## src/rtl/modulo_pkg.sv

```systemverilog
`default_nettype none
// ============================================================================
// Module      : modulo_pkg
// Description : Shared constants for the modulo-family blocks: the FSM state
//               encodings and the default operand width.
// Revision    : 1.0 - initial release
// ============================================================================
package modulo_pkg;

    // Default operand width used by every modulo-family block
    localparam int c_DEFAULT_SIZE = 128;

    // Divider FSM state encodings
    localparam logic [1:0] c_IDLE  = 2'd0;
    localparam logic [1:0] c_CHECK = 2'd1;
    localparam logic [1:0] c_CALC  = 2'd2;
    localparam logic [1:0] c_DONE  = 2'd3;

endpackage
`default_nettype wire

```

## src/rtl/modulo_divider_step.sv

```systemverilog
`default_nettype none
// ============================================================================
// Module      : modulo_divider_step
// Description : One combinational restoring-division step. Shifts the next
//               dividend bit into the partial remainder, subtracts the
//               divisor if it fits and reports the resulting quotient bit.
// Revision    : 1.0 - initial release
// ============================================================================
module modulo_divider_step #(
    parameter int SIZE = 128
) (
    input  logic [SIZE:0]   p,
    input  logic            q_msb,
    input  logic [SIZE-1:0] divisor,
    output logic [SIZE:0]   p_next,
    output logic            q_bit
);

    // The partial remainder stays below the divisor, so its top bit is
    // always zero and the shifted value {p, q_msb} equals
    // {p[SIZE-1:0], q_msb}. Working one bit wider lets the borrow out of
    // the subtraction serve directly as the sign of the trial result.
    logic [SIZE+1:0] w_shifted;
    logic [SIZE+1:0] w_diff;

    // Trial subtraction; restore the shifted value when it goes negative
    always_comb begin
        w_shifted = {p, q_msb};
        w_diff    = w_shifted - {2'b00, divisor};
        q_bit     = ~w_diff[SIZE+1];
        p_next    = q_bit ? w_diff[SIZE:0] : w_shifted[SIZE:0];
    end

endmodule
`default_nettype wire

```

## src/rtl/modulo_divider.sv

```systemverilog
`default_nettype none
// ============================================================================
// Module      : modulo_divider
// Description : Multi-cycle restoring integer divider. Two independent
//               valid/ready operand channels, one valid/ready result channel
//               carrying remainder, quotient and a divide-by-zero flag.
//               Zero divisors and dividends below the divisor skip the
//               bit-serial loop.
// Revision    : 1.0 - initial release
// ============================================================================
module modulo_divider
    import modulo_pkg::*;
#(
    parameter int SIZE = c_DEFAULT_SIZE
) (
    input  logic            clk,
    input  logic            rst,
    input  logic [SIZE-1:0] input_dividen_tdata,
    input  logic            input_dividen_tvalid,
    output logic            input_dividen_tready,
    input  logic [SIZE-1:0] input_divisor_tdata,
    input  logic            input_divisor_tvalid,
    output logic            input_divisor_tready,
    output logic [SIZE-1:0] output_tdata,
    output logic [SIZE-1:0] output_quotient,
    output logic            output_error,
    output logic            output_tvalid,
    input  logic            output_tready
);

    localparam int c_CNT_W = $clog2(SIZE);
    localparam logic [c_CNT_W-1:0] c_CNT_LAST = c_CNT_W'(SIZE - 1);
    localparam logic [c_CNT_W-1:0] c_CNT_ONE  = c_CNT_W'(1);

    logic [1:0]         r_state;
    logic [1:0]         w_next_state;
    logic               r_held_dvd;
    logic               r_held_dvs;
    logic               w_held_dvd_next;
    logic               w_held_dvs_next;
    logic               r_dvd_ready;
    logic               r_dvs_ready;
    logic [SIZE-1:0]    r_dividend;
    logic [SIZE-1:0]    r_divisor;
    logic [SIZE:0]      r_p;
    logic [SIZE-1:0]    r_q;
    logic [c_CNT_W-1:0] r_cnt;
    logic [SIZE-1:0]    r_rem;
    logic [SIZE-1:0]    r_quot;
    logic               r_err;
    logic               r_tvalid;

    logic               w_acc_dvd;
    logic               w_acc_dvs;
    logic               w_out_hs;
    logic               w_fast;
    logic [SIZE:0]      w_step_p;
    logic               w_step_qbit;

    assign input_dividen_tready = r_dvd_ready;
    assign input_divisor_tready = r_dvs_ready;
    assign output_tdata         = r_rem;
    assign output_quotient      = r_quot;
    assign output_error         = r_err;
    assign output_tvalid        = r_tvalid;

    assign w_acc_dvd = input_dividen_tvalid && r_dvd_ready;
    assign w_acc_dvs = input_divisor_tvalid && r_dvs_ready;
    assign w_out_hs  = r_tvalid && output_tready;
    assign w_fast    = (r_divisor == '0) || (r_dividend < r_divisor);

    modulo_divider_step #(
        .SIZE (SIZE)
    ) u_step (
        .p       (r_p),
        .q_msb   (r_q[SIZE-1]),
        .divisor (r_divisor),
        .p_next  (w_step_p),
        .q_bit   (w_step_qbit)
    );

    // Next-state and held-bit logic
    always_comb begin
        w_next_state    = r_state;
        w_held_dvd_next = r_held_dvd;
        w_held_dvs_next = r_held_dvs;
        case (r_state)
            c_IDLE: begin
                if (w_acc_dvd) w_held_dvd_next = 1'b1;
                if (w_acc_dvs) w_held_dvs_next = 1'b1;
                if (w_held_dvd_next && w_held_dvs_next) w_next_state = c_CHECK;
            end
            c_CHECK: w_next_state = w_fast ? c_DONE : c_CALC;
            c_CALC: begin
                if (r_cnt == '0) w_next_state = c_DONE;
            end
            c_DONE: begin
                if (w_out_hs) begin
                    w_next_state    = c_IDLE;
                    w_held_dvd_next = 1'b0;
                    w_held_dvs_next = 1'b0;
                end
            end
            default: w_next_state = c_IDLE;
        endcase
    end

    // State, held bits and registered channel readies; a ready only rises
    // once a full cycle has been spent in IDLE with that channel empty
    always_ff @(posedge clk or negedge rst) begin
        if (!rst) begin
            r_state     <= c_IDLE;
            r_held_dvd  <= 1'b0;
            r_held_dvs  <= 1'b0;
            r_dvd_ready <= 1'b0;
            r_dvs_ready <= 1'b0;
        end else begin
            r_state     <= w_next_state;
            r_held_dvd  <= w_held_dvd_next;
            r_held_dvs  <= w_held_dvs_next;
            r_dvd_ready <= (r_state == c_IDLE) && (w_next_state == c_IDLE) && !w_held_dvd_next;
            r_dvs_ready <= (r_state == c_IDLE) && (w_next_state == c_IDLE) && !w_held_dvs_next;
        end
    end

    // Operand capture, division datapath and result registers
    always_ff @(posedge clk or negedge rst) begin
        if (!rst) begin
            r_dividend <= '0;
            r_divisor  <= '0;
            r_p        <= '0;
            r_q        <= '0;
            r_cnt      <= '0;
            r_rem      <= '0;
            r_quot     <= '0;
            r_err      <= 1'b0;
            r_tvalid   <= 1'b0;
        end else begin
            case (r_state)
                c_IDLE: begin
                    if (w_acc_dvd) r_dividend <= input_dividen_tdata;
                    if (w_acc_dvs) r_divisor  <= input_divisor_tdata;
                end
                c_CHECK: begin
                    if (r_divisor == '0) begin
                        r_quot <= '1;
                        r_rem  <= r_dividend;
                        r_err  <= 1'b1;
                    end else if (r_dividend < r_divisor) begin
                        r_quot <= '0;
                        r_rem  <= r_dividend;
                        r_err  <= 1'b0;
                    end else begin
                        r_p   <= '0;
                        r_q   <= r_dividend;
                        r_cnt <= c_CNT_LAST;
                    end
                end
                c_CALC: begin
                    r_p   <= w_step_p;
                    r_q   <= {r_q[SIZE-2:0], w_step_qbit};
                    r_cnt <= r_cnt - c_CNT_ONE;
                    if (r_cnt == '0) begin
                        r_rem  <= w_step_p[SIZE-1:0];
                        r_quot <= {r_q[SIZE-2:0], w_step_qbit};
                        r_err  <= 1'b0;
                    end
                end
                c_DONE: begin
                    // Valid rises on the first DONE edge and holds until taken
                    r_tvalid <= !w_out_hs;
                end
                default: r_tvalid <= 1'b0;
            endcase
        end
    end

endmodule
`default_nettype wire

```

## config.mk

```make
export PLATFORM = sky130hd
export DESIGN_NAME = modulo_divider
export DESIGN_NICKNAME = d
export VERILOG_FILES = /design/src/rtl/modulo_pkg.sv /design/src/rtl/modulo_divider_step.sv /design/src/rtl/modulo_divider.sv
export SDC_FILE = /design/constraint.sdc
export NUM_CORES = 2
export LEC_CHECK = 0
export CAP_MARGIN = 0
export CELL_PAD_IN_SITES_DETAIL_PLACEMENT = 0
export CELL_PAD_IN_SITES_GLOBAL_PLACEMENT = 1
export CORE_ASPECT_RATIO = 1.75
export CORE_MARGIN = 3
export CORE_UTILIZATION = 30
export CTS_CLUSTER_SIZE = 14
export DETAILED_ROUTE_END_ITERATION = 16
export DONT_BUFFER_PORTS = 1
export GPL_TIMING_DRIVEN = 0
export HOLD_SLACK_MARGIN = 0.05
export PLACE_DENSITY = 0.53
export SLEW_MARGIN = 20
export SYNTH_ARGS = -nofsm -noshare
export SYNTH_HDL_FRONTEND = slang
export SYNTH_SLANG_ARGS = --single-unit
```

## constraint.sdc

```tcl
create_clock -name clk -period 4.9 [get_ports clk]
set_clock_uncertainty 0.2 [all_clocks]
set_input_delay 0.98 -clock clk [delete_from_list [all_inputs] [get_ports clk]]
set_output_delay 0.98 -clock clk [all_outputs]
set_load 0.05 [all_outputs]
```

==> impl_metrics.json <==
{
  "status": "finished with violations",
  "violations": "negative hold slack",
  "dr.pass1.iters": 5,
  "vias": 39400,
  "wl_per_cell_um": 33.6,
  "antenna_found_initial": 20,
  "ff_latch_area_um2": 19600,
  "synth_nets": 5433,
  "crit_required_ns": 5.36,
  "cp-start-kind": "flip-flop",
  "period_share": 0.994,
  "crit_slowest_cell": "dfrtp_4",
  "cts_sinks": 784,
  "ys_seq_elements": 784,
  "wirelength_mm": 238,
  "areaGrowthSynthToFinish_pct": 15.9,
  "min_period_ns": 4.87,
  "clk_path_buf_depth": 3,
  "synthCells": 4909,
  "drv_cap": 0,
  "slew_violations": 0,
  "fp.dieH_um": 518,
  "yosys_warnings": 0,
  "cts_buffers": 86,
  "post-dp-hpwl_mm": 189,
  "clk_latency_ns": 0.75,
  "grt_usage": 0.301,
  "die-area_um2": 154000,
  "slew_headroom": 0.193,
  "syn_avg_cell_area_um2": 9.14,
  "multi_input_comb_area_um2": 24000,
  "grt_pass1_vias": 41200,
  "start_util": 0.302,
  "via_per_inst": 5.55,
  "synth_area_um2": 44900,
  "gp_congestion": 0.983,
  "ant_nets": 0,
  "async_flop_share": 1.00,
  "synth_edf_count": 0,
  "path_class": "reg2reg",
  "die_x_um": 298,
  "clk_pin_slew_ns": 0.06,
  "tritoncts": "done",
  "nFillCells": 15500,
  "synth_cell_type_count": 85,
  "numPortBuffers": 0,
  "globalRoute.totalOverflow": 0,
  "clock.fmax_mhz": 205,
  "grt_pass1_wl_mm": 327,
  "grt_setup_unrepaired": "true",
  "coreArea_um2": 149000,
  "ys_seq_area_frac": 0.437,
  "layout_commonest_cell": "nand2_1",
  "drc": 0,
  "setup_viol": 0,
  "min_path_type": "in2async",
  "fin_nets": 5552,
  "critPathArrivalTime_ns": 5.34,
  "h-tree-depth": 3,
  "hold_viol_final": 9,
  "hold_slack_ns": -0.0241,
  "io_pins": 521,
  "rows": 187,
  "crit_path_end_kind": "flip-flop",
  "layout_common_cells": "872 x nand2_1, 780 x dfrtp_1, 315 x a21oi_1",
  "first_iter_violations": 2692,
  "drive_above_1_share": 0.146,
  "synthFlopType": "dfrtp_1",
  "grt_max_degree": 785,
  "final_util": 0.350,
  "cp_slowest_stage_delay_ns": 0.57,
  "clockRootBuffer": "clkbuf_16",
  "worst_pin_slew_ns": 1.21,
  "cp_cell_sequence": "inv_1, ha_1, a21o_1, a2111oi_0, o31a_1, a31oi_4, a2111oi_4, a311o_2, nand2b_1, and3_2, buf_2, buf_4, o21ai_2, nand2_1",
  "crit_path_max_fanout": 10
}
==> worst max-delay path, delay by kind of cell (launching register included) <==
family | cells | cell delay, ns
buffers and inverters | 3 | 1.02
DFF | 1 | 0.57
and+or+nand+nor | 3 | 0.63
AOI/OAI and AO/OA | 7 | 2.05
adders and majority gates | 1 | 0.31
==> flip-flops by register name, summed over array words and instances, names as in the netlist <==
name	flops
r_held_dvd	1
r_dividend	128
r_p	129
r_state	2
input_divisor_tready	1
r_cnt	7
input_dividen_tready	1
output_quotient	128
r_held_dvs	1
output_tvalid	1
output_tdata	128
r_divisor	128
output_error	1
r_q	128
==> kinds of logic (layout without fill, tap and decap cells) <==
kind of cell	after synthesis	count (layout)	share of synthesized area
adder cells (fa/ha/maj)	263	263	0.0735
buffers and inverters	482	671	0.0422
AO/OA/AOI/OAI	1274	1274	0.177
other	0	7	0
AND/OR/NAND/NOR	1637	1637	0.160
multiplexers	356	356	0.0876
flip-flops	784	784	0.437
XOR/XNOR	113	113	0.0221
==> routing by layer <==
metal | vias up | wire, um | global-route usage
met2 | 1242 | 125000 | 0.560
met5 | - | 22 | 0
met3 | 404 | 14200 | 0.0652
li1 | 17800 | - | -
met1 | 20000 | 83700 | 0.310
met4 | 4 | 15500 | 0.167
==> area by class of cell <==
cell class / count / area share
buffer: 291 / 0.0300
clock buffer: 128 / 0.0495
antenna: 7 / 0.000337
sequential: 784 / 0.377
clock inverter: 30 / 0.00702
multi-input combinational: 3643 / 0.462
tap: 1984 / 0.0477
timing repair buffer: 44 / 0.0128
inverter: 178 / 0.0128
==> repair_timing <==
item / CTS / global route
hold endpoints to repair: 784 / 84
resized for setup: 219 / 67
setup endpoints to repair: 524 / 359
pin swaps: 13 / 10
setup buffers: 14 / 6
==> synthesized netlist by cell type, types with 9 or more instances <==
master      n  area share
a21o_1    110       0.018
a31oi_1   156       0.022
nand4_1    95       0.013
dfrtp_1   784        0.44
ha_1      262       0.073
o221ai_1   25      0.0049
xor2_1     44      0.0086
nor3_1     46      0.0051
o21bai_1   42      0.0070
buf_2      41      0.0046
mux2_2    290       0.073
o21a_1     15      0.0025
nor2b_1    57      0.0079
or3_1      20      0.0028
mux2i_1    63       0.014
and4_1     17      0.0033
a41oi_1    16      0.0031
nand2_1   873       0.073
a21boi_0   11      0.0018
o211ai_1  102       0.017
a211oi_1   19      0.0032
and2_1     10      0.0014
nor2_1    315       0.026
inv_1     178       0.015
nand3_1   106       0.012
a221oi_1    9      0.0018
buf_1      14      0.0012
nor4_1     41      0.0057
clkbuf_1  240       0.020
nand2b_1   16      0.0022
a21oi_1   326       0.036
o21ai_1    81      0.0090
xnor2_1    69       0.013
o21ai_0   251       0.028
o31ai_1    24      0.0040
==> final timing paths <==
path	from	to	slack, ns	cells past startpoint
max	r_divisor[58]$_DFFE_PN0P_	output_tdata[3]$_DFFE_PN0P_	0.03	14
max reg2reg	r_divisor[58]$_DFFE_PN0P_	output_tdata[3]$_DFFE_PN0P_	0.03	14
max in group asynchronous	rst	r_dividend[92]$_DFFE_PN0P_	2.48	3
min	rst	r_divisor[28]$_DFFE_PN0P_	-0.02	1
min reg2reg	r_q[121]$_DFFE_PN0P_	r_q[121]$_DFFE_PN0P_	0.29	2
min in group clk	input_dividen_tdata[100]	r_dividend[100]$_DFFE_PN0P_	0.19	1
==> metrics by stage <==
stage	hold slack (ns)	worst slack, ns	setup TNS, ns	std cells	cell area (um^2)
6_report	-0.0241	0.0279	0	7089	52000
3_5_place_dp	0.270	-1.99	-816.61	6910	47800
4_1_cts	-0.271	-0.0320	-0.247	7075	51600
5_1_grt	0.0560	-0.00216	-0.00216	7084	52000
3_3_place_gp	0.265	-4.71	-1754.45	6893	47400
2_1_floorplan	0.250	1.12	0	4909	44900
Power is not shown: default switching activity piles up to over one toggle a cycle in this logic, so the estimate is an artifact.
